[src/rtl/oc_arb_pkg.sv]
// rtl/oc_arb_pkg.sv - shared types, defaults and width helpers for the OC bus arbiter
package oc_arb_pkg;

  typedef enum logic [1:0] {
    ARB_IDLE  = 2'd0,
    ARB_GRANT = 2'd1,
    ARB_TURN  = 2'd2
  } arb_state_t;

  localparam int ARB_N        = 3;
  localparam int ARB_MAX_HOLD = 8;
  localparam int ARB_TA       = 1;

  // Bits needed for a counter that must reach max_val inclusive.
  function automatic int cnt_w(input int max_val);
    return (max_val < 1) ? 1 : $clog2(max_val + 1);
  endfunction

  // Bits needed to index n requesters (never less than one bit).
  function automatic int idx_w(input int n);
    return (n < 2) ? 1 : $clog2(n);
  endfunction

endpackage

[src/rtl/rr_pick.sv]
// rtl/rr_pick.sv - combinational round-robin picker starting at ptr
module rr_pick
  import oc_arb_pkg::*;
#(
  parameter int N  = ARB_N,
  parameter int IW = idx_w(ARB_N)
) (
  input  logic [N-1:0]  eligible,
  input  logic [IW-1:0] ptr,
  output logic [N-1:0]  onehot,
  output logic [IW-1:0] idx,
  output logic          any
);

  // Walk positions ptr+N-1 down to ptr so the closest set bit at or after ptr wins last.
  always_comb begin
    int          pos;
    logic [IW-1:0] pos_i;
    pos    = 0;
    pos_i  = '0;
    idx    = '0;
    any    = 1'b0;
    for (int k = N - 1; k >= 0; k--) begin
      pos   = (int'(ptr) + k) % N;
      pos_i = IW'(pos);
      if (eligible[pos_i]) begin
        idx = pos_i;
        any = 1'b1;
      end
    end
    onehot = any ? (N'(1) << idx) : '0;
  end

endmodule

[src/rtl/oc_bus_arbiter.sv]
// rtl/oc_bus_arbiter.sv - round-robin owner arbitration for a shared open-collector line
module oc_bus_arbiter
  import oc_arb_pkg::*;
#(
  parameter int N         = ARB_N,
  parameter int MAX_HOLD  = ARB_MAX_HOLD,
  parameter int TA_CYCLES = ARB_TA
) (
  input  logic         clk,
  input  logic         rst,
  input  logic [N-1:0] req,
  input  logic [N-1:0] drive_low,
  input  logic         bus_in,
  output logic [N-1:0] grant,
  output logic [N-1:0] pd_en,
  output logic         busy,
  output logic         timeout,
  output logic         err_stuck
);

  localparam int IW = idx_w(N);
  localparam int HW = cnt_w(MAX_HOLD);
  localparam int TW = cnt_w(TA_CYCLES);

  localparam logic [1:0] ST_IDLE  = ARB_IDLE;
  localparam logic [1:0] ST_GRANT = ARB_GRANT;
  localparam logic [1:0] ST_TURN  = ARB_TURN;

  logic [1:0]    state;
  logic [IW-1:0] owner;
  logic [IW-1:0] rr_ptr;
  logic [HW-1:0] hold_cnt;
  logic [TW-1:0] ta_cnt;
  logic [N-1:0]  mask;
  logic          low_prev;

  logic [N-1:0]  eligible;
  logic [N-1:0]  pick_onehot;
  logic [IW-1:0] pick_idx;
  logic          pick_any;
  logic          owner_req;
  logic          hold_done;
  logic          ta_done;
  logic          force_release;
  logic [IW-1:0] next_ptr;
  logic          low_now;

  assign eligible      = req & ~mask;
  assign owner_req     = req[owner];
  assign hold_done     = (hold_cnt == HW'(MAX_HOLD));
  assign ta_done       = (ta_cnt == TW'(TA_CYCLES));
  // A requester that lets go on its last allowed cycle is a normal release, not a timeout.
  assign force_release = (state == ST_GRANT) && owner_req && hold_done;
  assign next_ptr      = (owner == IW'(N - 1)) ? '0 : owner + IW'(1);

  // Only the current owner may ever pull the line; grant is registered so this is glitch-free.
  assign pd_en = grant & drive_low;
  assign busy  = (state == ST_GRANT);
  // Line is low while nobody is allowed to pull it down.
  assign low_now = (pd_en == '0) && !bus_in;

  rr_pick #(
    .N  (N),
    .IW (IW)
  ) u_pick (
    .eligible (eligible),
    .ptr      (rr_ptr),
    .onehot   (pick_onehot),
    .idx      (pick_idx),
    .any      (pick_any)
  );

  // Ownership FSM: pick in IDLE, hold with bounded count, then a fixed release gap.
  always_ff @(posedge clk) begin
    if (rst) begin
      state    <= ST_IDLE;
      grant    <= '0;
      owner    <= '0;
      rr_ptr   <= '0;
      hold_cnt <= '0;
      ta_cnt   <= '0;
      timeout  <= 1'b0;
    end else begin
      timeout <= 1'b0;
      case (state)
        ST_IDLE: begin
          if (pick_any) begin
            grant    <= pick_onehot;
            owner    <= pick_idx;
            hold_cnt <= HW'(1);
            state    <= ST_GRANT;
          end
        end
        ST_GRANT: begin
          if (!owner_req || hold_done) begin
            grant   <= '0;
            rr_ptr  <= next_ptr;
            ta_cnt  <= TW'(1);
            state   <= ST_TURN;
            timeout <= owner_req;
          end else begin
            hold_cnt <= hold_cnt + HW'(1);
          end
        end
        ST_TURN: begin
          if (ta_done) begin
            state <= ST_IDLE;
          end else begin
            ta_cnt <= ta_cnt + TW'(1);
          end
        end
        default: begin
          state <= ST_IDLE;
          grant <= '0;
        end
      endcase
    end
  end

  // Penalty mask: a timed-out owner stays ineligible until it drops its request once.
  always_ff @(posedge clk) begin
    if (rst) begin
      mask <= '0;
    end else begin
      mask <= (mask & req) | (force_release ? grant : '0);
    end
  end

  // Stuck-low detector: two consecutive undriven-low samples latch a sticky fault.
  always_ff @(posedge clk) begin
    if (rst) begin
      low_prev  <= 1'b0;
      err_stuck <= 1'b0;
    end else begin
      low_prev <= low_now;
      if (low_now && low_prev) begin
        err_stuck <= 1'b1;
      end
    end
  end

endmodule
[config.mk]
export PLATFORM = sky130hd
export DESIGN_NAME = oc_bus_arbiter
export DESIGN_NICKNAME = d
export VERILOG_FILES = /design/src/rtl/oc_arb_pkg.sv /design/src/rtl/rr_pick.sv /design/src/rtl/oc_bus_arbiter.sv
export SDC_FILE = /design/constraint.sdc
export NUM_CORES = 1
export LEC_CHECK = 0
export ABC_AREA = 0
export CELL_PAD_IN_SITES_DETAIL_PLACEMENT = 2
export CELL_PAD_IN_SITES_GLOBAL_PLACEMENT = 2
export CORE_MARGIN = 8
export CORE_UTILIZATION = 29
export CTS_CLUSTER_DIAMETER = 40
export DETAILED_ROUTE_END_ITERATION = 7
export HOLD_SLACK_MARGIN = 0.15
export PLACE_DENSITY = 0.74
export SKIP_LAST_GASP = 1
export SYNTH_ARGS = -nofsm -noshare
export SYNTH_HDL_FRONTEND = slang
export SYNTH_SLANG_ARGS = --single-unit
[constraint.sdc]
create_clock -name clk -period 1.9 [get_ports clk]
set_clock_uncertainty 0.05 [all_clocks]
set_input_delay 0.38 -clock clk [delete_from_list [all_inputs] [get_ports clk]]
set_output_delay 0.38 -clock clk [all_outputs]
set_load 0.02 [all_outputs]
[Word-level counts from Yosys, hierarchy flattened]
Index checks and enable logic that the tools add are counted.
Storage, ports and cells
  flip-flop bits (word level): 20
  bits of input ports: 9
  output and inout port bits: 9
  word-level logic and storage cells: 86
Cells by class
  $add $sub $neg: 5
  div/mod/pow operators: 3
  order comparisons: 4
  equal/unequal tests: 8
  shifts and indexed selects: 1
  multiplexer cells: 29
  bitwise operators: 8
  reduce and logical (&&, ||, !) cells: 18
Operator list (number)
  32-bit by 3-bit remainder unit with 32-bit output, second input constant: 2
  3-bit by 3-bit remainder unit with 32-bit output, second input constant: 1
  2-bit 2-to-1 mux: 7
  2-bit by 3-bit less-than comparator with 1-bit output, second input constant: 4
  3-bit bitwise AND: 3
  1-bit 2-to-1 mux: 9
  3-bit 2-to-1 mux: 3
  3-bit case mux with 3 select lines: 1
  3-bit AND reduction: 3
  1-bit binary-select mux with 2-bit select: 4
  4-bit 2-to-1 mux: 2
  4-bit case mux with 2 select lines: 1
  2-bit inequality test, second input constant: 3
  2-bit case mux with 3 select lines: 1
  2-bit AND reduction: 3
  4-bit by 1-bit adder with 4-bit output, second input constant: 1
  2-bit equality test, second input constant: 2
  4-bit equality test, second input constant: 1
  1-bit logical AND: 4
  2-bit nonzero test: 2
  2-bit by 1-bit adder with 3-bit output, second input constant: 1
  2-bit by 2-bit adder with 3-bit output, second input constant: 1
  3-bit zero test: 1
  1-bit inverter: 3
  12 further kinds: 13

[Longest topological paths before layout]
Gate-level depths: netlist of run 1.
  depth in word-level cells: 10
  mapped depth: 7
  gate-level depth less buffers: 7

[By module]
Synthesis of run 1 repeated with hierarchy kept, for this count alone.
Second synthesis, totals
  cell total of the unflattened synthesis: 132
  area total of the unflattened synthesis: 1123.6 sq um
Modules (own cells, without submodules)
  oc_bus_arbiter: instances 1, cells an instance 101, area an instance 909.6 sq um
  rr_pick: instances 1, cells an instance 31, area an instance 214.0 sq um

[Least setup slack after synthesis of run 1]
Ideal clock, no wire load.
  kind: register to register
  from: register rr_ptr[0]
  to: register hold_cnt[0]
  arrival time: 1793 ps
  required time: 1771 ps
  slack: -22 ps
  cell stages (with the launch flop): 8
  buffers on the path: 0
  path through: dfxtp_1 inv_1 ha_1 or3b_4 a21o_1 a41oi_4 nor3b_2 a211oi_2
Between the ends
  word-level cells in the longest chain between the ends: 9
Ends and longest elaborated chain
  start, declared: RTL line oc_bus_arbiter.sv:31  | logic [IW-1:0] rr_ptr;
  start signal, assigned: RTL line oc_bus_arbiter.sv:97  | rr_ptr <= next_ptr;
  2-bit by 2-bit adder with 3-bit output: RTL line rr_pick.sv:24  | pos = (int'(ptr) + k) % N;
  32-bit by 3-bit remainder unit with 32-bit output: RTL line rr_pick.sv:24
  1-bit binary-select mux with 2-bit select: RTL line rr_pick.sv:26  | if (eligible[pos_i]) begin
  1-bit 2-to-1 mux (not written as such): RTL line rr_pick.sv:26
  1-bit 2-to-1 mux (2 in series): RTL line rr_pick.sv:26
  1-bit 2-to-1 mux (*): RTL line rr_pick.sv:26
  2-bit inequality test (no line) (*)
  3-bit AND reduction (no line) (*)
  end signal, assigned: RTL line oc_bus_arbiter.sv:102  | hold_cnt <= hold_cnt + HW'(1);
  end, declared: RTL line oc_bus_arbiter.sv:32  | logic [HW-1:0] hold_cnt;
Every way passes the cells marked *; elsewhere a longest branch is shown, timed or not. The select of a mux whose other input is x is not followed.
A chain may end at the register's enable or synchronous reset.

[Worst setup path in the final report of run 1]
  from: register rr_ptr[0]
  to: register state[0]
Between the ends
  word-level cells in the longest chain between the ends: 9
Ends and longest elaborated chain
  2-bit by 2-bit adder with 3-bit output: RTL line rr_pick.sv:24
  32-bit by 3-bit remainder unit with 32-bit output: RTL line rr_pick.sv:24
  1-bit binary-select mux with 2-bit select: RTL line rr_pick.sv:26
  1-bit 2-to-1 mux (not written as such): RTL line rr_pick.sv:26
  1-bit 2-to-1 mux (2 in series): RTL line rr_pick.sv:26
  1-bit 2-to-1 mux (*): RTL line rr_pick.sv:26
  2-bit inequality test (no line) (*)
  3-bit AND reduction (no line) (*)
  end signal, assigned: RTL line oc_bus_arbiter.sv:76  | state <= ST_IDLE;
  end signal, assigned: RTL line oc_bus_arbiter.sv:91  | state <= ST_GRANT;
  end signal, assigned: RTL line oc_bus_arbiter.sv:99  | state <= ST_TURN;
  end, declared: RTL line oc_bus_arbiter.sv:29  | logic [1:0] state;
Marks and branches as above.

==> results of run 1 <==
==> logic make-up (layout without fill, tap and decap cells) <==
group	after synthesis	after routing	synth area share, %
AO/OA/AOI/OAI	30	30	23.70
XOR/XNOR	2	2	1.522
adder cells (fa/ha/maj)	5	5	5.435
buffers and inverters	15	58	5.000
flip-flops	20	20	34.78
multiplexers	3	3	2.609
AND/OR/NAND/NOR	53	53	26.96
==> per-layer routing <==
layer / track usage (%) / vias up / part of all wire [%]
li1: - / 545 / -
met1: 14.11 / 577 / 40
met2: 26.38 / 12 / 57
met3: 0.6772 / 9 / 0.54
met4: 5.926 / 0 / 2.7
met5: 0 / - / 0
==> power by group through the flow <==
stage / logic, µW / clock network, µW / registers [µW]
after global placement: 669 / 0 / 548
after detailed placement: 714 / 0 / 554
final: 816 / 336 / 553
after floorplan: 405 / 0 / 554
after CTS: 762 / 345 / 550
after global routing: 882 / 365 / 563
==> sequential cells by signal, summed over array words and instances (netlist names), 2 cells and up <==
register  cells
owner         2
hold_cnt      4
grant         3
rr_ptr        2
mask          3
state         2
==> final timing paths <==
path | startpoint | endpoint | slack [ps] | depth (start not counted)
min | low_prev | err_stuck | 410 | 1
max | rr_ptr[0] | state[0] | -60 | 8
min reg2reg | low_prev | err_stuck | 410 | 1
max reg2reg | rr_ptr[0] | state[0] | -60 | 8
==> cell usage after synthesis, drive strengths merged <==
cell / instances / area, µm²
nand4: 3 / 18.77
nor2: 8 / 30.03
o2111ai: 1 / 8.760
dfxtp: 20 / 400.4
a21o: 2 / 16.27
nor2b: 3 / 18.77
a32o: 3 / 30.03
clkbuf: 1 / 3.750
nor4: 1 / 6.260
o32ai: 1 / 8.760
nor3: 3 / 15.01
nor4b: 1 / 8.760
and3b: 1 / 8.760
nand3b: 5 / 37.54
xor2: 2 / 17.52
nand3: 1 / 5.000
nor3b: 3 / 27.52
nand2: 12 / 45.04
o21ai: 5 / 40.04
or2b: 1 / 7.510
and3: 1 / 6.260
o211a: 2 / 20.02
mux2i: 3 / 30.03
a41oi: 1 / 27.53
a2111oi: 1 / 15.01
o211ai: 2 / 15.01
buf: 1 / 5.000
ha: 5 / 62.56
a31oi: 2 / 18.77
or2: 1 / 6.260
a22o: 2 / 17.52
a211oi: 1 / 12.51
o41ai: 1 / 8.760
nand2b: 4 / 25.02
and2b: 3 / 23.77
inv: 13 / 48.80
a21oi: 5 / 25.02
o221ai: 1 / 8.760
or3b: 2 / 20.02
==> through the flow <==
stage | power, µW | hold WS (ps) | std cells | setup slack (ps) | util [%]
after CTS | 1656 | 422.3 | 219 | -73.94 | 42.20
after global placement | 1217 | 378.7 | 213 | -291.0 | 39.23
after detailed placement | 1268 | 393.7 | 213 | -399.6 | 39.23
final | 1705 | 412.9 | 221 | -60.74 | 43.67
after global routing | 1810 | 430.4 | 221 | -129.5 | 43.67
after floorplan | 958.3 | 369.8 | 128 | 29.45 | -
==> final cells by class <==
type / instances / area (µm²)
fillers: 432 / 2205
clock buffers: 4 / 55.05
inverters: 13 / 51.30
flip-flops and latches: 20 / 405.4
repair buffers: 41 / 351.6
well taps: 50 / 62.56
multi-input cells: 93 / 783.3
==> repair_timing <==
| item | CTS | global route |
|---|---|---|
| hold buffers | 0 | 0 |
| pin swaps | 12 | 11 |
| endpoints found under the setup margin | 14 | 10 |
| gates cloned | 0 | 0 |
| buffers inserted | 2 | 3 |
| resized for setup | 17 | 9 |
==> results list, run 1 <==
- Cells with a size suffix above 1 make up between 20 and 30% of the layout.
- In this run, synthesis produced a sequential element count of 20.
- The library cell used most frequently in the layout, excluding fill and tap cells, is sky130_fd_sc_hd__buf_4.
- Buffers plus inverters on the worst setup path: 2
- For this design, the slowest cell found on the critical path is sky130_fd_sc_hd__or3b_4.
* Unrepaired setup endpoints after global routing: true
- Worst Tran Pin Value: 379.0 ps
* RePlAce Congestion: between 0.8 and 0.9
* Final Hold Violating Endpoints: 0
* Worst relative slew slack: between 70% and 80%
- For this run, the number of Yosys warnings is 0.
* Drt first pass iters: 4
- Broken down by cell family, the worst path's largest delay share belongs to simple AND/OR/NAND/NOR gates.
- The signal on the critical path passes through inv_4 -> ha_4 -> or3b_4 -> a21o_4 -> nand4_1 -> buf_4 -> nor2_2 -> a2111oi_4.
- Result of the run: complete, but fails checks
* Design area: 0.001709 mm²
- Derived from the worst setup path, the maximum achievable clock frequency is 0.5100 GHz.
* I/O pin total: 18
* Source-to-sink clock delay at the later pin of the worst-skew pair: approximately 260 ps
- Width of the die: 79 µm
* Largest net degree at the start of global routing: 12
- The first global-routing pass estimated 6.693 mm of wire.
- In this run, the combinational gates consume a little under half of the power.
* Per-instance average area after synthesis: 8.993 µm²
- Critical Path End Type: flip-flop
* Post-synth net total: between 100 and 150
- Share of total power in the clock network: 19.7%
* Critical path fanouts, max: 4
* Area added between synthesis and finish: 48.48%
- Via count of the first global-routing pass: around 1300
- Summed over all nets, the half-perimeter wirelength after detailed placement is about 3.1 mm.
- The final reports fail on setup timing.
* Register clock-pin slew on the reported worst setup and hold paths: approximately 80 ps
- # DRC: 0
* GRT Total Usage: 13.39%
- The total overflow left after global routing is 0.
* Total core area: 0.003914 mm²
- Net switching power: 643.8 µW
* Number of antenna violations at the first check in global routing: 0
- Root buf cell: sky130_fd_sc_hd__clkbuf_8
- Initial core utilization: 29.41%
* Worst EP required: 2010 ps
- In this run the vertical extent of the chip is 79 µm.
* Number of nets still failing antenna checks after routing: 0
- The net count of the finished layout is 186.
* DR vias/cell: 5.172
- MaxCap Viol Count: 0
* Final period utilization: 103.2%
- Max-slew violation count: 0
* Rows: 23
- Leak pwr: 0.0007059 µW
- Data arrival time at the worst-slack endpoint: 2070 ps
* Total length of routed wires: 4.086 mm
- Kind of start point of the critical path: flip-flop
- The worst path in the final design needs a cycle of approximately 2000 ps, including I/O delays and setup.
* Count of different cell masters after synthesis: 47
* Dpl cell area: 0.001535 mm²
- The worst-case IR drop observed on VDD is 0.3828 mV.
* Sequential element share of the synthesized area: 34.78%
- In this run, CTS created clock tree buffers numbering 3.
- Once routing completed, OpenROAD measured the worst setup slack at -60.74 ps.
- The repair_antennas step left the layout with diodes totalling 0.
- For this run, the slowest stage of the critical path takes 400 ps.
* Maximum buffer depth of the clock tree: 2
* Commonest cells after routing, fill and taps aside: sky130_fd_sc_hd__buf_4 (22), sky130_fd_sc_hd__dfxtp_1 (18), sky130_fd_sc_hd__inv_1 (12), sky130_fd_sc_hd__clkdlybuf4s50_1 (12), sky130_fd_sc_hd__nand2_1 (11)
* Sequential share of power: 32.4%
* Switching portion of total power: 37.77%
- Final setup violation count: 8
- The die covers 0.006241 mm².
* CP Class: flip-flop to flip-flop
- Average wire per standard cell: 18.49 µm
- Post-Synthesis Cells: about 130
- H-Tree Depth: 1
* Number of vias after detailed routing: between 1000 and 1500
* CTS tree: done
- Number of sinks handled by clock tree synthesis: 20
- Power density of the placed cells: between 900 and 1000 mW/mm²
- The internal portion of the total power is 1061 µW.
- Setup total negative slack on the finished layout was measured at -211.7 ps.
- The path class of the tightest hold or removal check is flip-flop to flip-flop.
* DRC violation total after the first TritonRoute iteration: 34
- Count of input and output buffers: 17
* Netlist area before placement: 0.001151 mm²
No activity file was read; power rests on OpenSTA's default activity.
==> run 2: changes to the inputs <==
Settings changed: SETUP_SLACK_MARGIN from default to 0.05.
==> run 2 against run 1 <==
- the run still ends with setup timing left
- total power decreased by 2.5%
- worst hold slack gained 9.8 ps
- final area up 1.7%
- critical path depth down 1
- non-clock buffer count rose by 3
- largest power group unchanged
- highest routed layer unchanged
==> results list, run 2 (same netlist as run 1, synthesis figures left out) <==
* Root buf cell: sky130_fd_sc_hd__clkbuf_8
- The final critical path time including I/O delays and setup is 1960 ps (-0.6926 ps).
* Top Registers: hold_cnt x4, grant x3, mask x3
* # DRC: 0 (unchanged)
- Design area: 0.001738 mm² (+1.7%)
* Area added between synthesis and finish: 50.98%
* Worst EP required: 2050 ps (+40 ps)
- The worst hold path begins at low_prev.
* Total core area: 0.003914 mm² (unchanged)
- Maximum buffer depth of the clock tree: 2 (unchanged)
- The setup total negative slack is -385.7 ps (-174.0 ps).
- Data arrival time at the worst-slack endpoint: 2110 ps (+40 ps)
- Max-slew violation count: 0 (unchanged)
- The first-pass GRT wire length came to 6.582 mm (-1.7%).
- H-Tree Depth: 1 (unchanged)
* Die extent in y: 79 µm (unchanged)
* Leak pwr: 0.0007252 µW (+2.7%)
* Placed Cells incl. Taps: 216 (+1.4%)
- The area of the multi-input gates is 800.8 µm² (+2.2%).
* Post-place setup slack: -357.0 ps (+42.56 ps)
- The number of maximum-capacitance violations was 0 (unchanged).
- The die area is 0.006241 mm² (unchanged).
- The share of total power consumed by net switching came to 38.11% (+0.34 points).
- The net switching power figure was 633.2 µW (-1.6%).
* Hold-critical path depth: 1 (unchanged)
- Unrepaired setup endpoints after global routing: true
- The critical path is of the flip-flop to flip-flop type.
- The share of post-route cells with drive strength above 1 came to 31.79% (+2.6 points).
- The fill cell instance count of the final layout came to 431 (-0.23%).
- The clock network power share came to 16.9% (-2.8 points).
* Worst-case reg-to-reg path depth: 7 (-1)
- For hold timing, the worst endpoint is err_stuck.
* Worst Tran Pin Value: 416.9 ps (+37.87 ps)
* Slowest library cell on the worst path: sky130_fd_sc_hd__or3b_4
- The clock sink count came to 20 (unchanged).
- The global-route total usage across every layer is 13.39% (about the same).
* Number of nets in the layout: 189 (+1.6%)
- Via count of the first global-routing pass: 1299 (-0.61%)
- Maximum vdd ir drop: 0.3476 mV (-9.2%)
- The area of placed instances was 0.001558 mm² (+1.5%).
* I/O pin total: 18 (unchanged)
* Total internal power: 1028 µW (-3.1%)
- In this run the worst hold path is classified as flip-flop to flip-flop.
- R2R setup slack: -60 ps (about the same)
* RR Startpoint: rr_ptr[0]
* Register clock-pin slew on the reported worst setup and hold paths: 80 ps (about the same)
* RePlAce Congestion: 0.8027 (-0.83%)
* Critical path fanouts, max: 7 (+3)
- Chain of cells forming the critical path: inv_2 -> ha_4 -> or3b_4 -> a21o_4 -> a41oi_4 -> buf_6 -> o211a_1
* Register containing the most flip-flops in the final layout: hold_cnt
* Buffers plus inverters on the worst setup path: 2 (unchanged)
- Part of the power in combinational logic: 50.1% (+2.2 points)
* Endpoint of the lowest-slack register-to-register path: owner[0]
- The final worst-path cycle share is 103.2% (about the same).
* Number of vias after detailed routing: 1129 (-1.2%)
* Final Hold Violating Endpoints: 0 (unchanged)
- Most common cell after layout, fill and taps aside: sky130_fd_sc_hd__buf_4
- The number of violations reported at the end of detailed-routing iteration 0 is 39 (+15%).
- Total length of routed wires: 3.997 mm (-2.2%)
* Worst relative slew slack: 71.95% (-2.8 points)
- Commonest cells after routing, fill and taps aside: sky130_fd_sc_hd__buf_4 (24), sky130_fd_sc_hd__dfxtp_1 (17), sky130_fd_sc_hd__inv_1 (12), sky130_fd_sc_hd__nand2_1 (12), sky130_fd_sc_hd__clkdlybuf4s50_1 (10)
- Initial core utilization: 29.41% (unchanged)
- Failing checks: setup timing
- Number of nets still failing antenna checks after routing: 0 (unchanged)
- Detailed Place HPWL: 3.221 mm (+3.2%)
* Flip-flop and latch area: 409.1 µm² (+0.93%)
- The number of iterations in the first detailed-routing pass is 4 (unchanged).
- On the critical path the largest part of the delay comes from compound AO/OA/AOI/OAI gates.
- TritonCTS built the clock tree.
- The worst-case setup margin in the final layout came to -60.05 ps (+0.6926 ps).
* Max frequency: 0.5102 GHz (about the same)
* Power density of the placed cells: 956.1 mW/mm² (-4.1%)
* Overflow left after global routing: 0 (unchanged)
- The number of cell rows was 23 (unchanged).
- The average wire per cell in the routed design came to 17.92 µm (-3.1%).
- Final setup violation count: 8 (unchanged)
- The maximum number of pins on one net before global-route repair is 12 (unchanged).
- The worst setup path is captured at a flip-flop.
- The number of buffers created by CTS is 3 (unchanged).
- DR vias/cell: 5.063 (-2.1%)
- The sequential fraction of design power was 33.0% (+0.6 points).
- Highest cell delay on the worst timing path: 400 ps (about the same)
- Result of the run: complete, but fails checks
- The number of port buffers came to 17 (unchanged).
* Width of the die: 79 µm (unchanged)
- The number of diodes added for antenna fixing is 0 (unchanged).
- The number of flip-flops under the largest register name came to 4 (unchanged).
- Final non-filler cell total: 223 (+0.90%)
- Source-to-sink clock delay at the later pin of the worst-skew pair: 250 ps (about the same)
* Number of antenna violations at the first check in global routing: 0 (unchanged)
- The worst setup path is launched from a flip-flop.
## run 2: cell types whose count changed in the layout (fill, tap and decap cells not counted), sizes merged
cell,previous run,this run
clkbuf,4,3
clkdlybuf4s50,12,10
buf,24,27
dlygate4sd2,5,7
## run 2: what timing repair did
item	in CTS	in global routing
hold buffers	0	0
pin swaps	16	2
setup buffers	4	0
endpoints found under the setup margin	14	10
resized for setup	28	3
## run 2: power groups by stage
stage / sequential [µW] / combinational [µW] / clock, µW
2_1_floorplan: 554 / 405 / 0
3_3_place_gp: 548 / 675 / 0
3_5_place_dp: 554 / 719 / 0
4_1_cts: 550 / 821 / 284
5_1_grt: 561 / 895 / 304
6_report: 549 / 832 / 281
## run 2: per-stage QoR
stage | power (µW) | hold slack, ps | util, %
finish | 1662 | 422.8 | 44.41
global route | 1760 | 438.0 | 44.41
CTS | 1655 | 408.5 | 43.93
detailed placement | 1272 | 390.8 | 39.80
global placement | 1222 | 378.3 | 39.80
floorplan | 958.3 | 369.8 | -
## run 2: worst max path at each step
stage	start	end	slack, ps	cells past startpoint
after floorplan	rr_ptr[0]	hold_cnt[0]	50	7
after global placement	req[0]	hold_cnt[0]	-300	6
after detailed placement	req[0]	hold_cnt[0]	-360	6
after CTS	rr_ptr[0]	hold_cnt[1]	-70	7
after global routing	rr_ptr[0]	owner[1]	-130	7
final	rr_ptr[0]	owner[0]	-60	7
## run 2: routing by layer
metal  track usage (%)  routed length, µm  vias to the layer above
met5                 0                  0                        -
met4             4.815                 58                        0
met3             1.467                 32                        4
met2             26.05               2220                        7
met1             14.32               1685                      566
li1                  -                  -                      552
## run 2: cell type report
cell class | count | share of cell area, %
sequential | 20 | 23.54
inverter | 13 | 2.808
clock buffer | 3 | 2.376
timing repair buffer | 44 | 21.60
multi-input combinational | 93 | 46.08
tap | 50 | 3.600
